**config.mk**
```make
export PLATFORM = sky130hd
export DESIGN_NAME = fp_addsub_sequencer_flat
export DESIGN_NICKNAME = d
export VERILOG_FILES = /design/src/rtl/fp_addsub_sequencer_if.sv /design/src/rtl/fp_addsub_sequencer.sv /design/src/flat_wrapper.sv
export SDC_FILE = /design/constraint.sdc
export NUM_CORES = 1
export LEC_CHECK = 0
export CAP_MARGIN = 10
export CELL_PAD_IN_SITES_DETAIL_PLACEMENT = 2
export CELL_PAD_IN_SITES_GLOBAL_PLACEMENT = 2
export CORE_MARGIN = 4
export CORE_UTILIZATION = 34
export DETAILED_ROUTE_END_ITERATION = 7
export PLACE_DENSITY_LB_ADDON = 0.1
export SYNTH_ARGS = -nofsm -noshare
export SYNTH_HDL_FRONTEND = slang
export SYNTH_SLANG_ARGS = --single-unit
export TNS_END_PERCENT = 50
```
**constraint.sdc**
```tcl
create_clock -name clk -period 4.9 [get_ports clk]
set_input_delay 0.49 -clock clk [delete_from_list [all_inputs] [get_ports clk]]
set_output_delay 0.49 -clock clk [all_outputs]
set_load 0.01 [all_outputs]
```
**src/rtl/fp_addsub_sequencer_if.sv**
```systemverilog
// Handshake bundle between FPU issue, the add/sub sequencer and writeback.
// Operand/request side plus result side with status flags.
interface fp_addsub_sequencer_if #(
  parameter int EXP_W = 8,
  parameter int MAN_W = 23
);
  localparam int W = 1 + EXP_W + MAN_W;

  logic         in_valid;
  logic         in_ready;
  logic         op_sub;
  logic [W-1:0] x;
  logic [W-1:0] y;
  logic         out_valid;
  logic         out_ready;
  logic [W-1:0] z;
  logic         overflow;
  logic         underflow;
  logic         busy;

  modport master (
    output in_valid, op_sub, x, y, out_ready,
    input  in_ready, out_valid, z, overflow, underflow, busy
  );

  modport slave (
    input  in_valid, op_sub, x, y, out_ready,
    output in_ready, out_valid, z, overflow, underflow, busy
  );
endinterface

```
**src/rtl/fp_addsub_sequencer.sv**
```systemverilog
// Multi-cycle single-precision add/subtract sequencer:
// swap, align, add/sub, normalise, then hand the result out.
module fp_addsub_sequencer #(
  parameter int EXP_W = 8,
  parameter int MAN_W = 23
) (
  input  logic                 clk,
  input  logic                 rst_n,
  fp_addsub_sequencer_if.slave bus
);
  localparam int W  = 1 + EXP_W + MAN_W;
  localparam int MW = MAN_W + 2;
  localparam int CW = $clog2(MW + 1);

  localparam logic [EXP_W-1:0] EONES = {EXP_W{1'b1}};
  localparam logic [EXP_W-1:0] EMAX1 = {{(EXP_W-1){1'b1}}, 1'b0};

  typedef enum logic [2:0] {
    S_IDLE,
    S_ALIGN,
    S_ADD,
    S_NORM,
    S_DONE
  } state_t;

  state_t           state_q;
  logic             zs_q;
  logic             mas_q;
  logic             ovf_q;
  logic             unf_q;
  logic             out_valid_q;
  logic             busy_q;
  logic             in_ready_q;
  logic [MW-1:0]    bm_q;
  logic [MW-1:0]    sm_q;
  logic [EXP_W-1:0] exp_q;
  logic [CW-1:0]    cnt_q;
  logic [W-1:0]     z_q;

  logic             xs;
  logic             ys_eff;
  logic             xle;
  logic             zs_d;
  logic             mas_d;
  logic [W-2:0]     big_d;
  logic [W-2:0]     small_d;
  logic [EXP_W-1:0] be_d;
  logic [EXP_W-1:0] se_d;
  logic [EXP_W:0]   ediff;
  logic [CW-1:0]    d_d;
  logic [MW-1:0]    bm_d;
  logic [MW-1:0]    sm_d;

  assign xs      = bus.x[W-1];
  assign ys_eff  = bus.y[W-1] ^ bus.op_sub;
  assign xle     = bus.x[W-2:0] <= bus.y[W-2:0];
  assign zs_d    = xle ? ys_eff : xs;
  assign mas_d   = xs ^ ys_eff;
  assign big_d   = xle ? bus.y[W-2:0] : bus.x[W-2:0];
  assign small_d = xle ? bus.x[W-2:0] : bus.y[W-2:0];
  assign be_d    = big_d[W-2:MAN_W];
  assign se_d    = small_d[W-2:MAN_W];

  // Zero-exponent operands are flushed: no hidden bit and no fraction.
  assign bm_d = (be_d != '0) ? {2'b01, big_d[MAN_W-1:0]} : '0;
  assign sm_d = (se_d != '0) ? {2'b01, small_d[MAN_W-1:0]} : '0;

  assign ediff = {1'b0, be_d} - {1'b0, se_d};
  assign d_d   = (ediff >= (EXP_W+1)'(MW)) ? CW'(MW)
                                            : ediff[CW-1:0];

  always_ff @(posedge clk or negedge rst_n) begin
    if (!rst_n) begin
      state_q     <= S_IDLE;
      zs_q        <= 1'b0;
      mas_q       <= 1'b0;
      ovf_q       <= 1'b0;
      unf_q       <= 1'b0;
      out_valid_q <= 1'b0;
      busy_q      <= 1'b0;
      in_ready_q  <= 1'b1;
      bm_q        <= '0;
      sm_q        <= '0;
      exp_q       <= '0;
      cnt_q       <= '0;
      z_q         <= '0;
    end else begin
      unique case (state_q)
        S_IDLE: begin
          if (bus.in_valid) begin
            zs_q       <= zs_d;
            mas_q      <= mas_d;
            bm_q       <= bm_d;
            sm_q       <= sm_d;
            exp_q      <= be_d;
            cnt_q      <= d_d;
            busy_q     <= 1'b1;
            in_ready_q <= 1'b0;
            state_q    <= (d_d != '0) ? S_ALIGN : S_ADD;
          end
        end
        S_ALIGN: begin
          sm_q  <= sm_q >> 1;
          cnt_q <= cnt_q - 1'b1;
          if (cnt_q == CW'(1))
            state_q <= S_ADD;
        end
        S_ADD: begin
          bm_q    <= mas_q ? bm_q - sm_q : bm_q + sm_q;
          state_q <= S_NORM;
        end
        S_NORM: begin
          if (bm_q == '0) begin
            z_q         <= '0;
            ovf_q       <= 1'b0;
            unf_q       <= 1'b0;
            out_valid_q <= 1'b1;
            state_q     <= S_DONE;
          end else if (bm_q[MAN_W+1]) begin
            if (exp_q == EMAX1) begin
              z_q   <= {zs_q, EONES, {MAN_W{1'b0}}};
              ovf_q <= 1'b1;
            end else begin
              z_q <= {zs_q, exp_q + 1'b1, bm_q[MAN_W:1]};
            end
            out_valid_q <= 1'b1;
            state_q     <= S_DONE;
          end else if (bm_q[MAN_W]) begin
            z_q         <= {zs_q, exp_q, bm_q[MAN_W-1:0]};
            out_valid_q <= 1'b1;
            state_q     <= S_DONE;
          end else if (exp_q <= EXP_W'(1)) begin
            // Exponent would hit zero before the hidden bit appears.
            z_q         <= {zs_q, {(W-1){1'b0}}};
            unf_q       <= 1'b1;
            out_valid_q <= 1'b1;
            state_q     <= S_DONE;
          end else begin
            bm_q  <= bm_q << 1;
            exp_q <= exp_q - 1'b1;
          end
        end
        S_DONE: begin
          if (bus.out_ready) begin
            out_valid_q <= 1'b0;
            ovf_q       <= 1'b0;
            unf_q       <= 1'b0;
            busy_q      <= 1'b0;
            in_ready_q  <= 1'b1;
            state_q     <= S_IDLE;
          end
        end
        default: state_q <= S_IDLE;
      endcase
    end
  end

  assign bus.in_ready  = in_ready_q;
  assign bus.out_valid = out_valid_q;
  assign bus.z         = z_q;
  assign bus.overflow  = ovf_q;
  assign bus.underflow = unf_q;
  assign bus.busy      = busy_q;

endmodule
```
**src/flat_wrapper.sv**
```systemverilog
// flat-port wrapper written by rule: the top's interface ports become plain ports
module fp_addsub_sequencer_flat 
#(
  parameter int EXP_W = 8,
  parameter int MAN_W = 23
)
  (clk, rst_n, bus_in_valid, bus_op_sub, bus_x, bus_y, bus_out_ready, bus_in_ready, bus_out_valid, bus_z, bus_overflow, bus_underflow, bus_busy);
  fp_addsub_sequencer_if #(.EXP_W(EXP_W), .MAN_W(MAN_W)) bus_i ();
  input  logic clk;
  input  logic rst_n;
  input wire logic [$bits(bus_i.in_valid)-1:0] bus_in_valid;
  input wire logic [$bits(bus_i.op_sub)-1:0] bus_op_sub;
  input wire logic [$bits(bus_i.x)-1:0] bus_x;
  input wire logic [$bits(bus_i.y)-1:0] bus_y;
  input wire logic [$bits(bus_i.out_ready)-1:0] bus_out_ready;
  output wire logic [$bits(bus_i.in_ready)-1:0] bus_in_ready;
  output wire logic [$bits(bus_i.out_valid)-1:0] bus_out_valid;
  output wire logic [$bits(bus_i.z)-1:0] bus_z;
  output wire logic [$bits(bus_i.overflow)-1:0] bus_overflow;
  output wire logic [$bits(bus_i.underflow)-1:0] bus_underflow;
  output wire logic [$bits(bus_i.busy)-1:0] bus_busy;
  assign bus_i.in_valid = bus_in_valid;
  assign bus_i.op_sub = bus_op_sub;
  assign bus_i.x = bus_x;
  assign bus_i.y = bus_y;
  assign bus_i.out_ready = bus_out_ready;
  assign bus_in_ready = bus_i.in_ready;
  assign bus_out_valid = bus_i.out_valid;
  assign bus_z = bus_i.z;
  assign bus_overflow = bus_i.overflow;
  assign bus_underflow = bus_i.underflow;
  assign bus_busy = bus_i.busy;
  fp_addsub_sequencer #(.EXP_W(EXP_W), .MAN_W(MAN_W)) u_core (.clk(clk), .rst_n(rst_n), .bus(bus_i));
endmodule
```
==> results of run 1 <==
-- worst reg2reg max path, stage by stage (launching register included) --
cell                       delay (ps)
sky130_fd_sc_hd__dfrtp_1          450
sky130_fd_sc_hd__nor3_1           340
sky130_fd_sc_hd__nand3b_1         140
sky130_fd_sc_hd__nor3_1           290
sky130_fd_sc_hd__nor4bb_1         500
sky130_fd_sc_hd__a21oi_1          190
sky130_fd_sc_hd__xnor2_1          170
sky130_fd_sc_hd__ha_1             360
sky130_fd_sc_hd__and3_1           270
sky130_fd_sc_hd__nand3_1          110
sky130_fd_sc_hd__a211oi_1         330
sky130_fd_sc_hd__nor2_1           150
sky130_fd_sc_hd__a2111o_1         420
sky130_fd_sc_hd__nand3_1           80
sky130_fd_sc_hd__o211ai_1         120
sky130_fd_sc_hd__xnor2_1          250
sky130_fd_sc_hd__nand3_1          110
sky130_fd_sc_hd__o211ai_1         130
-- synth_stat cells (5+ instances only) --
master / count / area [um2]
sky130_fd_sc_hd__a211oi_1: 8 / 60.06
sky130_fd_sc_hd__a21boi_0: 5 / 37.54
sky130_fd_sc_hd__a21o_1: 21 / 157.7
sky130_fd_sc_hd__a21oi_1: 118 / 590.6
sky130_fd_sc_hd__a221o_1: 5 / 50.05
sky130_fd_sc_hd__a221oi_1: 5 / 43.79
sky130_fd_sc_hd__a222oi_1: 15 / 150.1
sky130_fd_sc_hd__a22oi_1: 42 / 315.3
sky130_fd_sc_hd__a31oi_1: 11 / 68.82
sky130_fd_sc_hd__and3_1: 8 / 50.05
sky130_fd_sc_hd__clkbuf_1: 52 / 195.2
sky130_fd_sc_hd__dfrtp_1: 103 / 2577
sky130_fd_sc_hd__ha_1: 63 / 788.3
sky130_fd_sc_hd__inv_1: 56 / 210.2
sky130_fd_sc_hd__mux2i_1: 15 / 150.1
sky130_fd_sc_hd__nand2_1: 121 / 454.2
sky130_fd_sc_hd__nand2b_1: 5 / 31.28
sky130_fd_sc_hd__nand3_1: 21 / 105.1
sky130_fd_sc_hd__nand3b_1: 7 / 52.55
sky130_fd_sc_hd__nand4_1: 13 / 81.33
sky130_fd_sc_hd__nor2_1: 118 / 442.9
sky130_fd_sc_hd__nor2b_1: 13 / 81.33
sky130_fd_sc_hd__nor3_1: 23 / 115.1
sky130_fd_sc_hd__nor4_1: 19 / 118.9
sky130_fd_sc_hd__o211ai_1: 6 / 45.04
sky130_fd_sc_hd__o21ai_0: 103 / 515.5
sky130_fd_sc_hd__o22a_1: 6 / 52.55
sky130_fd_sc_hd__o31ai_1: 6 / 45.04
sky130_fd_sc_hd__or3_1: 5 / 31.28
sky130_fd_sc_hd__xnor2_1: 37 / 324.1
sky130_fd_sc_hd__xor2_1: 8 / 70.07
-- cells in the final DEF (no fill, tap or decap), types with 3 or more instances in the layout --
| master | n |
|---|---|
| sky130_fd_sc_hd__a211oi_1 | 8 |
| sky130_fd_sc_hd__a21boi_0 | 5 |
| sky130_fd_sc_hd__a21o_1 | 21 |
| sky130_fd_sc_hd__a21oi_1 | 117 |
| sky130_fd_sc_hd__a221o_1 | 5 |
| sky130_fd_sc_hd__a221oi_1 | 5 |
| sky130_fd_sc_hd__a222oi_1 | 15 |
| sky130_fd_sc_hd__a22oi_1 | 42 |
| sky130_fd_sc_hd__a31oi_1 | 10 |
| sky130_fd_sc_hd__a32oi_1 | 4 |
| sky130_fd_sc_hd__and2_1 | 3 |
| sky130_fd_sc_hd__and3_1 | 8 |
| sky130_fd_sc_hd__buf_4 | 31 |
| sky130_fd_sc_hd__clkbuf_16 | 9 |
| sky130_fd_sc_hd__clkdlybuf4s50_1 | 104 |
| sky130_fd_sc_hd__clkinvlp_4 | 3 |
| sky130_fd_sc_hd__dfrtp_1 | 103 |
| sky130_fd_sc_hd__ha_1 | 63 |
| sky130_fd_sc_hd__inv_1 | 56 |
| sky130_fd_sc_hd__mux2_2 | 3 |
| sky130_fd_sc_hd__mux2i_1 | 15 |
| sky130_fd_sc_hd__nand2_1 | 121 |
| sky130_fd_sc_hd__nand2b_1 | 5 |
| sky130_fd_sc_hd__nand3_1 | 21 |
| sky130_fd_sc_hd__nand3b_1 | 7 |
| sky130_fd_sc_hd__nand4_1 | 13 |
| sky130_fd_sc_hd__nor2_1 | 117 |
| sky130_fd_sc_hd__nor2b_1 | 13 |
| sky130_fd_sc_hd__nor3_1 | 22 |
| sky130_fd_sc_hd__nor4_1 | 19 |
| sky130_fd_sc_hd__o211ai_1 | 6 |
| sky130_fd_sc_hd__o21a_1 | 4 |
| sky130_fd_sc_hd__o21ai_0 | 103 |
| sky130_fd_sc_hd__o21ai_1 | 3 |
| sky130_fd_sc_hd__o22a_1 | 6 |
| sky130_fd_sc_hd__o31ai_1 | 6 |
| sky130_fd_sc_hd__or3_1 | 5 |
| sky130_fd_sc_hd__xnor2_1 | 37 |
| sky130_fd_sc_hd__xor2_1 | 8 |
-- layer usage --
layer	vias up	track usage, %
li1	4195	-
met1	4357	33.77
met2	142	34.91
met3	12	2.228
met4	0	3.878
met5	-	0
-- sequential cells by signal, summed over array words and instances (netlist names) --
register / flops
u_core.bus.z: 32
u_core.bm_q: 25
u_core.sm_q: 24
u_core.exp_q: 8
u_core.cnt_q: 5
u_core.state_q: 3
u_core.bus.busy: 1
u_core.bus.in_ready: 1
u_core.bus.out_valid: 1
u_core.bus.overflow: 1
u_core.bus.underflow: 1
u_core.mas_q: 1
u_core.zs_q: 1
-- cells by family after synthesis --
logic type	count (synthesis)
adder cells (fa/ha/maj)	64
XOR/XNOR	45
buffers and inverters	113
multiplexers	18
AND/OR/NAND/NOR	376
AO/OA/AOI/OAI	381
flip-flops	104
-- final cells by class --
type / instances / area, um2 / share of cell area, %
clock inverters: 7 / 67.56 / 0.6478
clock buffers: 9 / 225.2 / 2.159
inverters: 56 / 210.2 / 2.015
flip-flops and latches: 104 / 2604 / 24.96
well taps: 324 / 405.4 / 3.887
repair buffers: 137 / 1314 / 12.60
multi-input cells: 884 / 5604 / 53.73
-- timing repair --
action,CTS,global route
endpoints found under the setup margin,0,1
hold endpoints to repair,0,0
gates resized for setup,0,0
-- power by group --
part           internal (mW)  total (mW)  leakage [nW]  switching (mW)
combinational           2.18        4.94          3.08            2.77
clock                  0.355       0.722         0.133           0.367
sequential              1.29        1.92          1.24           0.637
-- worst paths after layout --
kind / from / to / cells past startpoint
max: bus_y[24] / u_core.state_q[0] / 17
min in group clk: u_core.bus.z[4] / u_core.bus.z[4] / 2
max in group asynchronous: rst_n / u_core.bm_q[1] / 2
max reg2reg: u_core.sm_q[3] / u_core.bm_q[24] / 17
min: rst_n / u_core.bus.z[4] / 1
min reg2reg: u_core.bus.z[4] / u_core.bus.z[4] / 2
==> insert_results.sql, run 1 <==
INSERT INTO impl_metrics (metric_group, metric, value, unit) VALUES
('run_status', 'outcome', 'completed', ''),
('cts', 'postCtsHoldBufs', '0', ''),
('logic_synthesis', 'synth_cells', '1101', ''),
('grt', 'grt_pass1_wl', '50640', 'um'),
('logic_synthesis', 'synth_top_family_by_area', 'compound AO/OA/AOI/OAI gates', ''),
('cts', 'cts_inserted_buffers', '9', ''),
('setup_path', 'reg2reg_setup_slack', '420', 'ps'),
('detailed_routing', 'highest_layer', 'met4', ''),
('layout', 'post_route_cells_drive_above_1_share', '6.015', '%'),
('logic_synthesis', 'synth_cell_type_count', '69', ''),
('power', 'power.density', '727.7', 'mW/mm2'),
('cts', 'max-clock-path-buffers', '2', ''),
('logic_synthesis', 'synth-compound-area-share', '27.93', '%'),
('die', 'num_rows', '57', ''),
('detailed_routing', 'dr.first_iter.drc_count', '671', ''),
('cts', 'cts_sinks', '104', ''),
('setup_path', 'crit_path_cell_trace', 'clkdlybuf4s50_1 > inv_1 > ha_1 > a211oi_2 > o21ai_0 > a2111oi_4 > nand3_4 > nand2_8 > a21oi_1 > ha_1 > nand3b_2 > a221o_1 > nor4_1 > a31oi_1 > a211oi_2 > nand4_1 > a31o_1', ''),
('die', 'die_w', '167.1', 'um'),
('cts', 'post_cts_buffers', '0', ''),
('timing', 'drv_slew', '0', ''),
('layout', 'core_utilization_of_the_finished_layout', '42.39', '%'),
('logic_synthesis', 'synthMuxAreaShare', '2.138', '%'),
('logic_synthesis', 'async_flop_share', '100.0', '%'),
('layout', 'flow.area_growth_from_synthesis', '21.27', '%'),
('cts', 'ctsRootBufferMaster', 'sky130_fd_sc_hd__clkbuf_16', ''),
('die', 'io_pins', '106', ''),
('timing', 'finalHoldViolCount', '0', ''),
('cts', 'tritoncts', 'done', ''),
('setup_path', 'worst-path-max-fanout', '6', ''),
('die', 'design.die.area', '0.02791', 'mm2'),
('setup_path', 'worst-setup-path-type', 'input pin to flop', ''),
('timing', 'timing_worst_slew_pin_value', '1194', 'ps'),
('placement', 'gp_congestion', '0.8721', ''),
('job', 'max-cap-violations', '0', ''),
('timing', 'setup_viol_count_final', '0', ''),
('timing', 'holdWs', '242.3', 'ps'),
('grt', 'grt_usage', '22.31', '%'),
('power', 'max-vdd-ir-drop', '0.2684', 'mV'),
('setup_path', 'crit_path_end_kind', 'flop', ''),
('timing', 'postLayoutSetupSlackWorst', '338.9', 'ps'),
('logic_synthesis', 'syn_avg_cell_area', '7.812', 'um2'),
('logic_synthesis', 'synth-seq-cells', '104', ''),
('layout', 'fin_nets', '1325', ''),
('timing', 'rsz_0062_raised_after_global_routing', 'no', ''),
('grt', 'grt_antenna_before_repair', '0', ''),
('grt', 'grt.overflow.total', '0', ''),
('layout', 'diodes', '0', ''),
('cts', 'clk_pin_slew_worst_paths', '80', 'ps'),
('placement', 'port-buffer-count', '105', ''),
('logic_synthesis', 'synth-edff-count', '0', ''),
('detailed_routing', 'num_vias', '8706', ''),
('detailed_routing', 'drc', '0', ''),
('detailed_routing', 'met2_length', '13930', 'um'),
('detailed_routing', 'wl_met3', '952', 'um'),
('detailed_routing', 'dr.pass1.iters', '7', ''),
('cts', 'h-tree-depth', '3', ''),
('timing', 'maxSlewHeadroom', '20.07', '%'),
('setup_path', 'cp.required', '5150', 'ps'),
('setup_path', 'arrival', '4810', 'ps'),
('setup_path', 'critical_path.slowest_cell', 'sky130_fd_sc_hd__clkdlybuf4s50_1', ''),
('timing', 'finalSetupTns', '0', 'ps'),
('logic_synthesis', 'synth_nets', '1234', ''),
('logic_synthesis', 'post_synth_and_or_nand_nor_area_fraction', '20.66', '%'),
('logic_synthesis', 'synth_top_flop_cell', 'sky130_fd_sc_hd__dfrtp_1', ''),
('power', 'power', '7.590', 'mW'),
('timing', 'finalCritPeriodShare', '93.08', '%'),
('grt', 'first_global_vias', '9088', ''),
('timing', 'clock-skew-final', '16.79', 'ps'),
('logic_synthesis', 'yosys_warnings', '0', ''),
('layout', 'total_non_filler_cell_area_in_the_finished_layout', '0.01043', 'mm2'),
('setup_path', 'timing.critical_path.from_type', 'input pin', '');
(Power assumes the default switching activity.)
==> run 2, diff against run 1 <==
--- a/config.mk
+++ b/config.mk
@@ -11,6 +11,7 @@
 export CORE_MARGIN = 4
 export CORE_UTILIZATION = 34
 export DETAILED_ROUTE_END_ITERATION = 7
+export GPL_ROUTABILITY_DRIVEN = 1
 export PLACE_DENSITY_LB_ADDON = 0.1
 export SYNTH_ARGS = -nofsm -noshare
 export SYNTH_HDL_FRONTEND = slang
==> results of run 2 <==
The final DEF is identical to that of run 1; final timing and power are the same.
